==> src/rtl/mcpu_pkg.sv <==
// Shared definitions for the multicycle CPU control path.
// Covers state encodings, opcode defaults, mux/ALU codes and the control-word layout.
package mcpu_pkg;

    typedef enum logic [4:0] {
        S_FETCH   = 5'd0,
        S_DECODE  = 5'd1,
        S_MEMADR  = 5'd2,
        S_MEMRD   = 5'd3,
        S_MEMWB   = 5'd4,
        S_MEMWR   = 5'd5,
        S_EXECUTE = 5'd6,
        S_ALUWB   = 5'd7,
        S_ADDIEX  = 5'd8,
        S_ADDIWB  = 5'd9,
        S_BRANCH  = 5'd10,
        S_JAL     = 5'd11,
        S_TRAP    = 5'd12
    } state_t;

    localparam logic [3:0] OPC_ADD  = 4'b0000;
    localparam logic [3:0] OPC_NAND = 4'b0010;
    localparam logic [3:0] OPC_LW   = 4'b1010;
    localparam logic [3:0] OPC_SW   = 4'b1001;
    localparam logic [3:0] OPC_BEQ  = 4'b1011;
    localparam logic [3:0] OPC_JAL  = 4'b1101;
    localparam logic [3:0] OPC_ADDI = 4'b1111;

    localparam logic [1:0] PCSRC_ALU    = 2'b00;
    localparam logic [1:0] PCSRC_ALUOUT = 2'b01;
    localparam logic [1:0] PCSRC_JUMP   = 2'b10;
    localparam logic [1:0] PCSRC_TRAP   = 2'b11;

    localparam logic [1:0] ASB_REG  = 2'b00;
    localparam logic [1:0] ASB_FOUR = 2'b01;
    localparam logic [1:0] ASB_IMM  = 2'b10;
    localparam logic [1:0] ASB_BOFF = 2'b11;

    localparam logic [1:0] ALUOP_ADD   = 2'b00;
    localparam logic [1:0] ALUOP_SUB   = 2'b01;
    localparam logic [1:0] ALUOP_FUNCT = 2'b10;

    // Field order fixes the bit positions of the packed control word.
    typedef struct packed {
        logic       mem_req;
        logic       pcwrite;
        logic       memwrite;
        logic       irwrite;
        logic       regwrite;
        logic       alusrca;
        logic       branch;
        logic       iord;
        logic       memtoreg;
        logic       regdst;
        logic       link;
        logic       illegal;
        logic [1:0] alusrcb;
        logic [1:0] pcsrc;
        logic [1:0] aluop;
    } ctrl_t;

    localparam int CTRL_W = $bits(ctrl_t);

endpackage

==> src/rtl/mcpu_ctrl_rom.sv <==
// Combinational state -> control-word table for the multicycle controller.
// Only FETCH looks at mem_ready, so PC/IR never update during a fetch wait state.
module mcpu_ctrl_rom
    import mcpu_pkg::*;
(
    input  state_t state,
    input  logic   mem_ready,
    output ctrl_t  ctrl
);

    always_comb begin
        // NOTE: every field defaults to zero first so no path through the case infers a latch.
        ctrl = '0;
        case (state)
            S_FETCH: begin
                ctrl.mem_req = 1'b1;
                ctrl.alusrcb = ASB_FOUR;
                ctrl.pcwrite = mem_ready;
                ctrl.irwrite = mem_ready;
            end
            S_DECODE: ctrl.alusrcb = ASB_BOFF;
            S_MEMADR, S_ADDIEX: begin
                ctrl.alusrca = 1'b1;
                ctrl.alusrcb = ASB_IMM;
            end
            S_MEMRD: begin
                ctrl.mem_req = 1'b1;
                ctrl.iord    = 1'b1;
            end
            S_MEMWR: begin
                ctrl.mem_req  = 1'b1;
                ctrl.iord     = 1'b1;
                ctrl.memwrite = 1'b1;
            end
            S_MEMWB: begin
                ctrl.regwrite = 1'b1;
                ctrl.memtoreg = 1'b1;
            end
            S_EXECUTE: begin
                ctrl.alusrca = 1'b1;
                ctrl.aluop   = ALUOP_FUNCT;
            end
            S_ALUWB: begin
                ctrl.regwrite = 1'b1;
                ctrl.regdst   = 1'b1;
            end
            S_ADDIWB: ctrl.regwrite = 1'b1;
            S_BRANCH: begin
                ctrl.alusrca = 1'b1;
                ctrl.branch  = 1'b1;
                ctrl.pcsrc   = PCSRC_ALUOUT;
                ctrl.aluop   = ALUOP_SUB;
            end
            S_JAL: begin
                ctrl.regwrite = 1'b1;
                ctrl.link     = 1'b1;
                ctrl.pcwrite  = 1'b1;
                ctrl.pcsrc    = PCSRC_JUMP;
            end
            S_TRAP: begin
                ctrl.illegal = 1'b1;
                ctrl.pcwrite = 1'b1;
                ctrl.pcsrc   = PCSRC_TRAP;
            end
            default: ctrl = '0;
        endcase
    end

endmodule

==> src/rtl/multicycle_ctrl_fsm.sv <==
// Main control FSM of the multicycle CPU: sequences states from the opcode,
// stalls on the memory handshake and counts retired instructions.
module multicycle_ctrl_fsm
    import mcpu_pkg::*;
#(
    parameter int               OP_W    = 4,
    parameter int               CNT_W   = 32,
    parameter int               TRAP_EN = 1,
    parameter logic [OP_W-1:0]  OP_ADD  = OP_W'(OPC_ADD),
    parameter logic [OP_W-1:0]  OP_NAND = OP_W'(OPC_NAND),
    parameter logic [OP_W-1:0]  OP_LW   = OP_W'(OPC_LW),
    parameter logic [OP_W-1:0]  OP_SW   = OP_W'(OPC_SW),
    parameter logic [OP_W-1:0]  OP_BEQ  = OP_W'(OPC_BEQ),
    parameter logic [OP_W-1:0]  OP_JAL  = OP_W'(OPC_JAL),
    parameter logic [OP_W-1:0]  OP_ADDI = OP_W'(OPC_ADDI)
) (
    input  logic             clk,
    input  logic             reset,
    input  logic [OP_W-1:0]  op,
    input  logic             mem_ready,
    output logic             mem_req,
    output logic             pcwrite,
    output logic             memwrite,
    output logic             irwrite,
    output logic             regwrite,
    output logic             alusrca,
    output logic             branch,
    output logic             iord,
    output logic             memtoreg,
    output logic             regdst,
    output logic             link,
    output logic [1:0]       alusrcb,
    output logic [1:0]       pcsrc,
    output logic [1:0]       aluop,
    output logic             illegal,
    output logic [4:0]       state,
    output logic [CNT_W-1:0] retired
);

    state_t state_q;
    state_t state_d;
    logic   retire;
    ctrl_t  ctrl;

    always_ff @(posedge clk) begin
        // NOTE: sequential state uses non-blocking assignments so every flop samples pre-edge values.
        if (!reset) begin
            state_q <= S_FETCH;
            retired <= '0;
        end else begin
            state_q <= state_d;
            if (retire) retired <= retired + CNT_W'(1);
        end
    end

    always_comb begin
        state_d = S_FETCH;
        retire  = 1'b0;
        case (state_q)
            S_FETCH:  state_d = mem_ready ? S_DECODE : S_FETCH;
            S_DECODE: begin
                if (op == OP_LW || op == OP_SW)         state_d = S_MEMADR;
                else if (op == OP_ADD || op == OP_NAND) state_d = S_EXECUTE;
                else if (op == OP_BEQ)                  state_d = S_BRANCH;
                else if (op == OP_JAL)                  state_d = S_JAL;
                else if (op == OP_ADDI)                 state_d = S_ADDIEX;
                else state_d = (TRAP_EN != 0) ? S_TRAP : S_FETCH;
            end
            S_MEMADR:  state_d = (op == OP_LW) ? S_MEMRD : S_MEMWR;
            S_MEMRD:   state_d = mem_ready ? S_MEMWB : S_MEMRD;
            S_MEMWR: begin
                state_d = mem_ready ? S_FETCH : S_MEMWR;
                retire  = mem_ready;
            end
            S_EXECUTE: state_d = S_ALUWB;
            S_ADDIEX:  state_d = S_ADDIWB;
            // A trap returns to FETCH without counting as a retired instruction.
            S_MEMWB, S_ALUWB, S_ADDIWB, S_BRANCH, S_JAL: retire = 1'b1;
            default:   state_d = S_FETCH;
        endcase
    end

    mcpu_ctrl_rom u_rom (
        .state     (state_q),
        .mem_ready (mem_ready),
        .ctrl      (ctrl)
    );

    assign state    = state_q;
    assign mem_req  = ctrl.mem_req;
    assign pcwrite  = ctrl.pcwrite;
    assign memwrite = ctrl.memwrite;
    assign irwrite  = ctrl.irwrite;
    assign regwrite = ctrl.regwrite;
    assign alusrca  = ctrl.alusrca;
    assign branch   = ctrl.branch;
    assign iord     = ctrl.iord;
    assign memtoreg = ctrl.memtoreg;
    assign regdst   = ctrl.regdst;
    assign link     = ctrl.link;
    assign alusrcb  = ctrl.alusrcb;
    assign pcsrc    = ctrl.pcsrc;
    assign aluop    = ctrl.aluop;
    assign illegal  = ctrl.illegal;

endmodule

==> config.mk <==
export PLATFORM = sky130hd
export DESIGN_NAME = multicycle_ctrl_fsm
export DESIGN_NICKNAME = d
export VERILOG_FILES = /design/src/rtl/mcpu_pkg.sv /design/src/rtl/mcpu_ctrl_rom.sv /design/src/rtl/multicycle_ctrl_fsm.sv
export SDC_FILE = /design/constraint.sdc
export NUM_CORES = 1
export LEC_CHECK = 0
export BUFFER_PORTS_ARGS = -buffer_cell sky130_fd_sc_hd__buf_2
export CAP_MARGIN = 15
export CORE_ASPECT_RATIO = 1.1
export CORE_MARGIN = 4
export CORE_UTILIZATION = 44
export CTS_BUF_LIST = sky130_fd_sc_hd__clkbuf_8
export DETAILED_ROUTE_END_ITERATION = 8
export GPL_ROUTABILITY_DRIVEN = 0
export HOLD_SLACK_MARGIN = 0.03
export MAX_ROUTING_LAYER = met4
export PLACE_DENSITY = 0.66
export SLEW_MARGIN = 15
export SYNTH_ARGS = -nofsm -noshare
export SYNTH_HDL_FRONTEND = slang
export SYNTH_HIERARCHICAL = 1
export SYNTH_SLANG_ARGS = --single-unit
==> constraint.sdc <==
create_clock -name clk -period 2.8 [get_ports clk]
set_input_delay 0.14 -clock clk [delete_from_list [all_inputs] [get_ports clk]]
set_output_delay 0.14 -clock clk [all_outputs]
set_load 0.02 [all_outputs]
After elaboration in Yosys (flattened, before gate mapping) --
Index checks and enable logic that the tools add are counted.
Word-level totals: flip-flop bits (word level) 37, logic and storage cells 58
Cells by class: add/sub/neg operators 1, reductions and logical operators 11, muxes and demuxes 26, equality and inequality tests 18
Operator list (number):
- 32-bit by 1-bit adder with 32-bit output, second input constant | 1
- 4-bit case mux with 7 select lines | 1
- 5-bit by 4-bit equality test with 1-bit output, second input constant | 5
- 4-bit equality test, second input constant | 5
- 5-bit by 3-bit equality test with 1-bit output, second input constant | 4
- 3-bit 2-to-1 mux | 6
- 1-bit 2-to-1 mux | 12
- 2-bit case mux with 3 select lines | 2
- 5-bit by 2-bit equality test with 1-bit output, second input constant | 2
- 4-bit 2-to-1 mux | 2
- 4-bit OR reduction | 2
- 2-bit OR reduction | 3
- 5-bit by 1-bit equality test with 1-bit output, second input constant | 1
- 5-bit logical NOT | 1
- 5-bit OR reduction | 1
- 4-bit by 2-bit equality test with 1-bit output, second input constant | 1
- 4-bit logical NOT | 1
- 1-bit case mux with 2 select lines | 2
- 2-bit case mux with 2 select lines | 1
- 3-bit OR reduction | 1
- 1-bit logical OR | 2

Longest topological paths before layout --
Gate-level depths: netlist (run 1).
depth in word-level cells 7, mapped depth 8, gate-level depth less buffers 5

Cells and area by module --
Netlist (run 1), hierarchy kept.
Modules (own cells, without submodules):
- multicycle_ctrl_fsm | seq. area each 720.7 µm², cells each 249, times used 1, area each 2001.9 µm²
- mcpu_ctrl_rom | seq. area each 0.0 µm², cells each 46, times used 1, area each 286.5 µm²

Worst setup path before layout (run 1) --
No wires, ideal clock.
kind reg-to-reg, from register retired[0], to register retired[16], arrival 2087 ps, stages on the path, launching flop included 7, path slack 643 ps, clock period less this slack 2157 ps, path buffers 1, cell sequence dfxtp_1 > ha_1 > nand3_2 > or4_1 > buf_1 > or4_1 > a21oi_1
Between the ends: word-level cells in the longest chain between the ends 1
Ends and longest elaborated chain:
- start, declared | line multicycle_ctrl_fsm.sv:37 | output logic [CNT_W-1:0] retired
- start signal, assigned | line multicycle_ctrl_fsm.sv:52 | if (retire) retired <= retired + CNT_W'(1);
- 32-bit by 1-bit adder with 32-bit output | line multicycle_ctrl_fsm.sv:52
Every way passes these cells. A chain may end at the register's enable or synchronous reset.

Worst setup path after layout (run 1) --
from register retired[0], to register retired[18]
The elaborated chain is that of the path after synthesis.

==> metrics, run 1 <==
GRT Util Overall 0.1745; skew final 8.602 ps; most frequent cell after synthesis dfxtp_1; Boundary Pins 62; Hold Crit Class primary input to flip-flop; hold buffer count at cts 0; largest net degree at the start of global routing 33; peak supply drop 282.0 uV; sum of negative setup slack 0 ps; P&R area growth vs syn 15.69%; Die Y 83.64 um; area leader, netlist dfxtp_1; Fill cells 505; LEAKAGE 0.9964 nW; Nets 352; combinational power share 0.263; Tcrit/Tclk final 0.7890; Clock Latency Late Sink 290 ps; Post-Syn Instances 295; DIE AREA 6420 um^2; Post-synth EDFFs 0; CTS Buffer Depth 2; clk sinks 36; Sw Ratio 0.3370; pre-CTS WS 629.5 ps; CP Max Fanout 10; fraction of registers with async set/reset 0; Slew Limit Fails 0; CTS tree done; P_int 0.7979 mW; Starting Density 0.4546; ANT nets after route 0; Setup Crit Path Kind flip-flop to flip-flop; IO buf count 60; fin crit period 2209 ps; layout cell share with drive strength beyond 1 0.2326; die width 76.76 um; Hold Slack 240.9 ps; diode count 0; power per standard cell area 454.6 nW/um^2; register bit total from synthesis 36; status complete, no violations; Synth Warn # 6; Placed Cells 395; part of the power in the clock network 0.286; core area 5034 um^2; worst slew pin tran 747.6 ps; drt first pass iters 4; Yosys top cell area share 0.3149; slew margin rel. 0.5011; drt drc 0; kind of end point of the critical path flip-flop; Final setup viols 0; synth cell count leaders dfxtp_1 (36), a21oi_1 (31), nand2_1 (25); Synth cell types 50; CTS resizes 0; gr ovfl total 0; H-tree lvl count 2; DR vias 2364; Worst Path Required 3010 ps; Synth Flop Type dfxtp_1; Worst-path clk slew 70 ps; Critical Path AT 2420 ps; DR vias/cell 5.881; sequential power share 0.450; # rows 27; RSZ-0062 raised after global routing no; routed wire length 5.438 mm; Max Cap Viol 0; final cell count without fillers 402; initial DRC count 119; clk root buf clkbuf_8; Max Clk Rate 0.4526 GHz; post-synthesis sequential area ratio 0.3149; Reg2Reg Depth 5; final hold viol count 0; DP HPWL 3.766 mm; top cells by area, synth dfxtp_1 (31%), a21oi_1 (6.8%), o31ai_1 (5.2%), or4_1 (5.2%), nand2_1 (4.1%); Mean Syn Cell Area 7.757 um^2; first-pass GRT wire length 9.384 mm; Mapped Area 2288 um^2; total CTS buffers 5; PnR worst setup slack 590.7 ps; vias in the first global route 2044; CP Launch Type flip-flop; initial antenna violation count 0; Avg WL per Cell 13.53 um; total power 1.203 mW; Post-CTS Setup Repair Bufs 0; WHS Path Cells 2; Switching Power 0.4056 mW
## per-stage QoR
step                area [um^2]  utilization
floorplan                  2296            -
global placement           2570       0.5106
detailed placement         2570       0.5106
CTS                        2648       0.5260
global route               2648       0.5260
finish                     2648       0.5260
## power groups by stage
stage                     clock network [mW]  logic [mW]  registers, mW
after global placement                     0       0.316          0.553
after detailed placement                   0       0.316          0.554
after floorplan                            0       0.242          0.569
after global routing                   0.380       0.353          0.545
after CTS                              0.356       0.317          0.542
final                                  0.344       0.317          0.542
## flip-flops by register name, summed over array words and instances (netlist names)
register,flops
state,4
retired,32
## worst max-delay path, cell delays in order, from the launching register on
cell	delay (ps)
dfxtp_1	410
ha_1	210
nand3_2	160
or4_1	680
or4_1	520
a21oi_1	150
## worst paths after layout
kind | from | to | slack (ps)
setup / recovery | retired[0] | retired[18] | 590
hold / removal | reset | retired[23] | 240
setup reg to reg | retired[0] | retired[18] | 590
hold reg to reg | retired[31] | retired[31] | 480
## area by class of cell
cell class / count / area (um^2) / share of cell area
clock buffer: 5 / 68.82 / 0.02599
clock inverter: 2 / 8.758 / 0.003308
inverter: 13 / 48.80 / 0.01843
multi-input combinational: 222 / 1383 / 0.5222
sequential: 36 / 720.7 / 0.2722
tap: 58 / 72.57 / 0.02741
timing repair buffer: 66 / 345.3 / 0.1304
## routing by layer
metal / global-route usage / part of all wire / wire length, um / vias to the layer above
met1: 0.2284 / 0.47 / 2579 / 1100
met5: - / 0 / 0 / -
met3: 0.03672 / 0.058 / 318 / 5
met4: 0.04448 / 0.0094 / 51 / 0
met2: 0.2734 / 0.46 / 2489 / 69
li1: - / - / - / 1190
## logic make-up (layout without fill, tap and decap cells)
logic type / Yosys count / in the layout / share of synthesized area
adder cells (fa/ha/maj): 1 / 1 / 0.005467
other: 1 / 3 / 0.001639
XOR/XNOR: 5 / 5 / 0.01914
buffers and inverters: 39 / 86 / 0.08420
AO/OA/AOI/OAI: 70 / 70 / 0.1914
flip-flops: 36 / 36 / 0.3149
multiplexers: 9 / 9 / 0.03937
AND/OR/NAND/NOR: 134 / 134 / 0.3439
## cell usage in the layout, fill, tap and decap left out, drive strengths merged, types with 11 or more instances in the layout
cell type	count
inv	14
nor4	11
o31ai	16
nand3	13
buf	66
a21oi	31
nand2b	12
or4	17
o21ai	11
nand2	25
dfxtp	36
Power figures use the tool's default switching activity.
==> inputs of run 2 (changes only) <==
Settings changed: ABC_AREA from default to 1, PLACE_DENSITY 0.66 to 0.65.
Clock period 2.8 ns to 2.1 ns, I/O delays scaled along.
==> run 2 against run 1 <==
  * Clock-buffer cell count unchanged
  * Sequential cell count unchanged
  * Maximum frequency up 20%
  * Critical path type unchanged
==> metrics, run 2 <==
status complete, no violations; Mapped Area 2469 um^2 (+7.9%); layout cell share with drive strength beyond 1 0.2152 (-0.01737); drt drc 0 (unchanged); area occupied by multi-input gates 1465 um^2 (+6.0%); P_int 1.029 mW (+29%); Yosys top cell area share 0.2919 (-0.02298); Slew Limit Fails 0 (unchanged); max FFs per register 32 (unchanged); P&R area growth vs syn 17.38%; clk root buf clkbuf_8; top cells by area, synth dfxtp_1 (29%), nand2_1 (14%), nor2_1 (11%), inv_1 (7.8%), nand3_1 (7.3%); core area 5395 um^2 (+7.2%); highest metal used met4; first-pass GRT wire length 10.93 mm (+16%); Avg WL per Cell 11.47 um (-15%); Fill cells 591 (+17%); clk sinks 36 (unchanged); initial antenna violation count 0 (unchanged); post-route cell area 2898 um^2 (+9.5%); IO buf count 60 (unchanged); drt first pass iters 4 (unchanged); commonest non-fill, non-tap cell in the layout nand2_1; metal3 WL 298 um (-6.3%); register bit total from synthesis 36 (unchanged); DR vias/cell 4.883 (-17%); routed wire length 6.298 mm (+16%); Max Clk Rate 0.5416 GHz (+20%); peak supply drop 284.9 uV (+1.0%); Max Cap Viol 0 (unchanged); fin crit period 1846 ps (-363.1 ps); H-tree lvl count 2 (unchanged); area leader, netlist dfxtp_1; CTS resizes 0 (unchanged); Seq. cell area 720.7 um^2 (unchanged); CTS Buffer Depth 2 (unchanged); met1 wire length 2.910 mm (+13%); hold buffer count at cts 0 (unchanged); fraction of registers with async set/reset 0 (unchanged); GRT Util Overall 0.2006 (+0.02608); vias in the first global route 2465 (+21%); DP HPWL 4.832 mm (+28%); Placed Area 2820 um^2 (+9.7%); Boundary Pins 62 (unchanged); Clock Latency Late Sink 280 ps (about the same); pre-CTS WS 270.2 ps (-359.3 ps); CP max-delay cell dfxtp_1; combinational power share 0.244 (-0.019); Worst-path clk slew 70 ps (about the same); power per standard cell area 541.7 nW/um^2 (+19%); ANT nets after route 0 (unchanged); Post-synth EDFFs 0 (unchanged); CTS tree done; # rows 28 (+3.7%); Synth Warn # 6 (unchanged); DIE AREA 6874 um^2 (+7.1%); final hold viol count 0 (unchanged); PnR worst setup slack 253.8 ps (-336.9 ps); Synth Flop Type dfxtp_1; LEAKAGE 1.331 nW (+34%); Post-CTS Setup Repair Bufs 0 (unchanged); die width 79.42 um (+3.5%); part of the power in the clock network 0.292 (+0.006); Die Y 86.56 um (+3.5%); commonest non-fill, non-tap cells in the layout nand2_1 (95), nor2_1 (75), buf_2 (60); CP Max Fanout 46 (+36); gr ovfl total 0 (unchanged); diode count 0 (unchanged); Final setup viols 0 (unchanged); Hold Slack 243.9 ps (+3.016 ps); Starting Density 0.4576 (+0.002925); sum of negative setup slack 0 ps (unchanged); Setup Crit Path Kind flip-flop to flip-flop; Tcrit/Tclk final 0.8792 (+0.09013); largest net degree at the start of global routing 47 (+42%); Sw Ratio 0.3447 (+0.007690); total CTS buffers 5 (unchanged); Synth cell types 34 (-32%); skew final 5.631 ps (-2.971 ps); total power 1.570 mW (+30%); sequential power share 0.465 (+0.015); synth cell count leaders nand2_1 (95), nor2_1 (75), inv_1 (51); met2 WL 3.040 mm (+22%); RSZ-0062 raised after global routing no; cell breakdown of the critical path nor2_2 -> nor2_4 -> inv_2 -> nand2_4 -> nand3_1 -> o21ai_0 -> nor2_1; Mean Syn Cell Area 6.006 um^2 (-23%); initial DRC count 97 (-18%); largest reg by FF count retired; Nets 482 (+37%); post-synthesis sequential area ratio 0.2919 (-0.02298); kind of end point of the critical path flip-flop; Switching Power 0.5411 mW (+33%); DR vias 2681 (+13%); most frequent cell after synthesis nand2_1; Hold Crit Class primary input to flip-flop; CP Launch Type flip-flop; Critical Path AT 2030 ps (-390 ps); Post-Syn Instances 411 (+39%); CP max stage delay 590 ps (-90 ps); Worst Path Required 2280 ps (-730 ps)
[run 2: changes by cell type after synthesis, moves of 11 or more]
cell / before / now
a21oi_1: 31 / 16
inv_1: 13 / 51
nand2_1: 25 / 95
nand2b_1: 12 / 0
nand3_1: 12 / 36
nor2_1: 8 / 75
nor2_2: 0 / 14
nor4_1: 11 / 0
o31ai_1: 16 / 0
or4_1: 16 / 0
[run 2: worst paths after layout]
kind         cells after the start           to       start  slack (ps)
max                              7  retired[25]    state[1]         250
min                              3     state[2]   mem_ready         240
max reg2reg                      7  retired[25]    state[1]         250
min reg2reg                      2   retired[8]  retired[8]         500
[run 2: logic make-up after synthesis]
logic type      count (synthesis)  synth area share
other cells                     1          0.001519
fa+ha+maj                       1          0.005068
xor+xnor                        1          0.003549
simple gates                  271            0.5013
buf+inv                        67            0.1176
flops                          36            0.2919
compound gates                 34           0.07907
[run 2: per-layer routing]
layer	up-vias	global-route usage
li1	1430	-
met1	1190	0.2412
met2	56	0.3492
met3	5	0.03534
met4	0	0.04688
met5	-	-
[run 2: power groups by stage]
stage          Clock [mW]  Combinational (mW)  Sequential [mW]
5_1_grt             0.504               0.428            0.733
3_3_place_gp            0               0.380            0.744
2_1_floorplan           0               0.279            0.768
3_5_place_dp            0               0.383            0.745
4_1_cts             0.476               0.384            0.729
6_report            0.458               0.382            0.730
[run 2: stage by stage]
| step | utilization | std cells |
|---|---|---|
| floorplan | - | 413 |
| global placement | 0.5227 | 542 |
| detailed placement | 0.5227 | 542 |
| CTS | 0.5371 | 549 |
| global route | 0.5371 | 549 |
| finish | 0.5371 | 549 |
[run 2: layout make-up]
type                       instances  share of cell area
sequential                        36              0.2487
clock inverter                     2            0.003022
clock buffer                       5             0.02375
inverter                          58             0.07513
multi-input combinational        310              0.5056
tap                               75             0.03238
timing repair buffer              63              0.1114
[run 2: critical path: cells and delay by family, from the launching register on]
kind / cells / cell delay, ps
AND/OR/NAND/NOR: 5 / 910
flip-flops: 1 / 590
AO/OA/AOI/OAI: 1 / 180
buffers and inverters: 1 / 60
==> inputs of run 3 (changes only) <==
Settings changed: CELL_PAD_IN_SITES_DETAIL_PLACEMENT from default to 1, CELL_PAD_IN_SITES_GLOBAL_PLACEMENT from default to 1, CORE_ASPECT_RATIO 1.1 to default, CORE_UTILIZATION 44 to 37, PLACE_DENSITY 0.65 to 0.79.
==> run 3 against run 2 <==
  * Critical path type unchanged
  * Largest power group unchanged
  * Global-route usage increased by 1.1 points
  * Clock-buffer cell count increased by 2
  * Via count increased by 6.8%
  * Non-clock buffer count increased by 1
  * Worst setup slack improved by 70 ps
  * Largest cell class unchanged
==> metrics, run 3 (synthesized netlist as in run 2, its figures left out) <==
status complete, no violations; IO buf count 60 (unchanged); Critical Path AT 1960 ps (-70 ps); largest net degree at the start of global routing 47 (unchanged); R2R setup slack 320 ps (+70 ps); ANT nets after route 0 (unchanged); sum of negative setup slack 0 ps (unchanged); peak supply drop 294.1 uV (+3.2%); core area 6422 um^2 (+19%); Max Clk Rate 0.5631 GHz (+4.0%); CTS tree done; hold buffer count at cts 0 (unchanged); final cell count without fillers 552 (+0.55%); Final setup viols 0 (unchanged); LEAKAGE 1.341 nW (+0.79%); die width 89.68 um (+13%); commonest non-fill, non-tap cells in the layout nand2_1 (95), nor2_1 (75), buf_2 (60); Die Y 89.68 um (+3.6%); RSZ-0062 raised after global routing no; Boundary Pins 62 (unchanged); vias in the first global route 2813 (+14%); Worst-path clk slew 80 ps (about the same); power per standard cell area 571.6 nW/um^2 (+5.5%); Post-CTS Setup Repair Bufs 0 (unchanged); total power 1.673 mW (+6.6%); skew final 7.924 ps (+2.293 ps); Worst Path Required 2290 ps (about the same); DP HPWL 5.973 mm (+24%); drt drc 0 (unchanged); routed wire length 7.775 mm (+23%); P&R area growth vs syn 18.55%; Placed Cells 545 (+0.55%); final hold viol count 0 (unchanged); gr ovfl total 0 (unchanged); # rows 29 (+3.6%); initial antenna violation count 0 (unchanged); Fill cells 918 (+55%); largest reg by FF count retired; fin crit period 1776 ps (-70.42 ps); Avg WL per Cell 14.09 um (+23%); kind of end point of the critical path flip-flop; CP Max Fanout 46 (unchanged); first-pass GRT wire length 13.19 mm (+21%); total CTS buffers 5 (unchanged); Starting Density 0.3844 (-0.07318); CTS Buffer Depth 2 (unchanged); Hold Crit Class primary input to flip-flop; diode count 0 (unchanged); initial DRC count 112 (+15%); drt first pass iters 4 (unchanged); GRT Util Overall 0.2121 (+0.01149); DR vias 2863 (+6.8%); clk root buf clkbuf_8; DR vias/cell 5.187 (+6.2%); H-tree lvl count 2 (unchanged); Clock Latency Late Sink 290 ps (about the same); max FFs per register 32 (unchanged); Tcrit/Tclk final 0.8456 (-0.03353); Setup Crit Path Kind flip-flop to flip-flop; Max Cap Viol 0 (unchanged); Nets 483 (+0.21%); clk sinks 36 (unchanged); CTS resizes 0 (unchanged); Slew Limit Fails 0 (unchanged); commonest non-fill, non-tap cell in the layout nand2_1; CP Launch Type flip-flop; layout cell share with drive strength beyond 1 0.2189 (+0.003757); DIE AREA 8043 um^2 (+17%)
run 3: metrics by stage:
step / setup WS, ps / instance area, um^2 / util / hold WS, ps
floorplan: 471.5 / 2476 / - / 296.8
global placement: 414.0 / 2830 / 0.4407 / 480.8
detailed placement: 320.8 / 2830 / 0.4407 / 499.1
CTS: 313.9 / 2927 / 0.4557 / 230.0
global route: 124.0 / 2927 / 0.4557 / 244.8
finish: 324.2 / 2927 / 0.4557 / 224.1
run 3: where the power goes:
| part | switching, mW | total, mW | internal [mW] |
|---|---|---|---|
| Sequential | 0.0277 | 0.727 | 0.699 |
| Combinational | 0.295 | 0.405 | 0.110 |
| Clock | 0.249 | 0.541 | 0.292 |
| Total | 0.571 | 1.67 | 1.10 |
run 3: path summary, 6_finish.rpt:
| check | startpoint | end | cells past startpoint |
|---|---|---|---|
| worst max-delay path | state[2] | retired[25] | 7 |
| worst min-delay path | reset | retired[6] | 3 |
| worst max register to register | state[2] | retired[25] | 7 |
| worst min register to register | retired[7] | retired[7] | 2 |
run 3: layer usage:
metal | share of wire | track usage
met1 | 0.47 | 0.2664
met5 | 0 | -
met2 | 0.48 | 0.3584
met4 | 0.0084 | 0.03924
met3 | 0.043 | 0.03832
run 3: layout make-up:
type | count | area (um^2) | share of cell area
multi-input combinational | 310 | 1465 | 0.5006
timing repair buffer | 64 | 330.3 | 0.1129
inverter | 58 | 217.7 | 0.07439
clock buffer | 7 | 96.34 | 0.03292
sequential | 36 | 720.7 | 0.2463
tap | 77 | 96.34 | 0.03292
run 3: worst max-delay path, stage by stage (launching register included):
cell	delay (ps)
dfxtp_1	460
nand2_1	180
nor2_4	180
nand2_2	80
nand2_4	370
nand3_1	170
o21ai_0	180
nor2_1	50
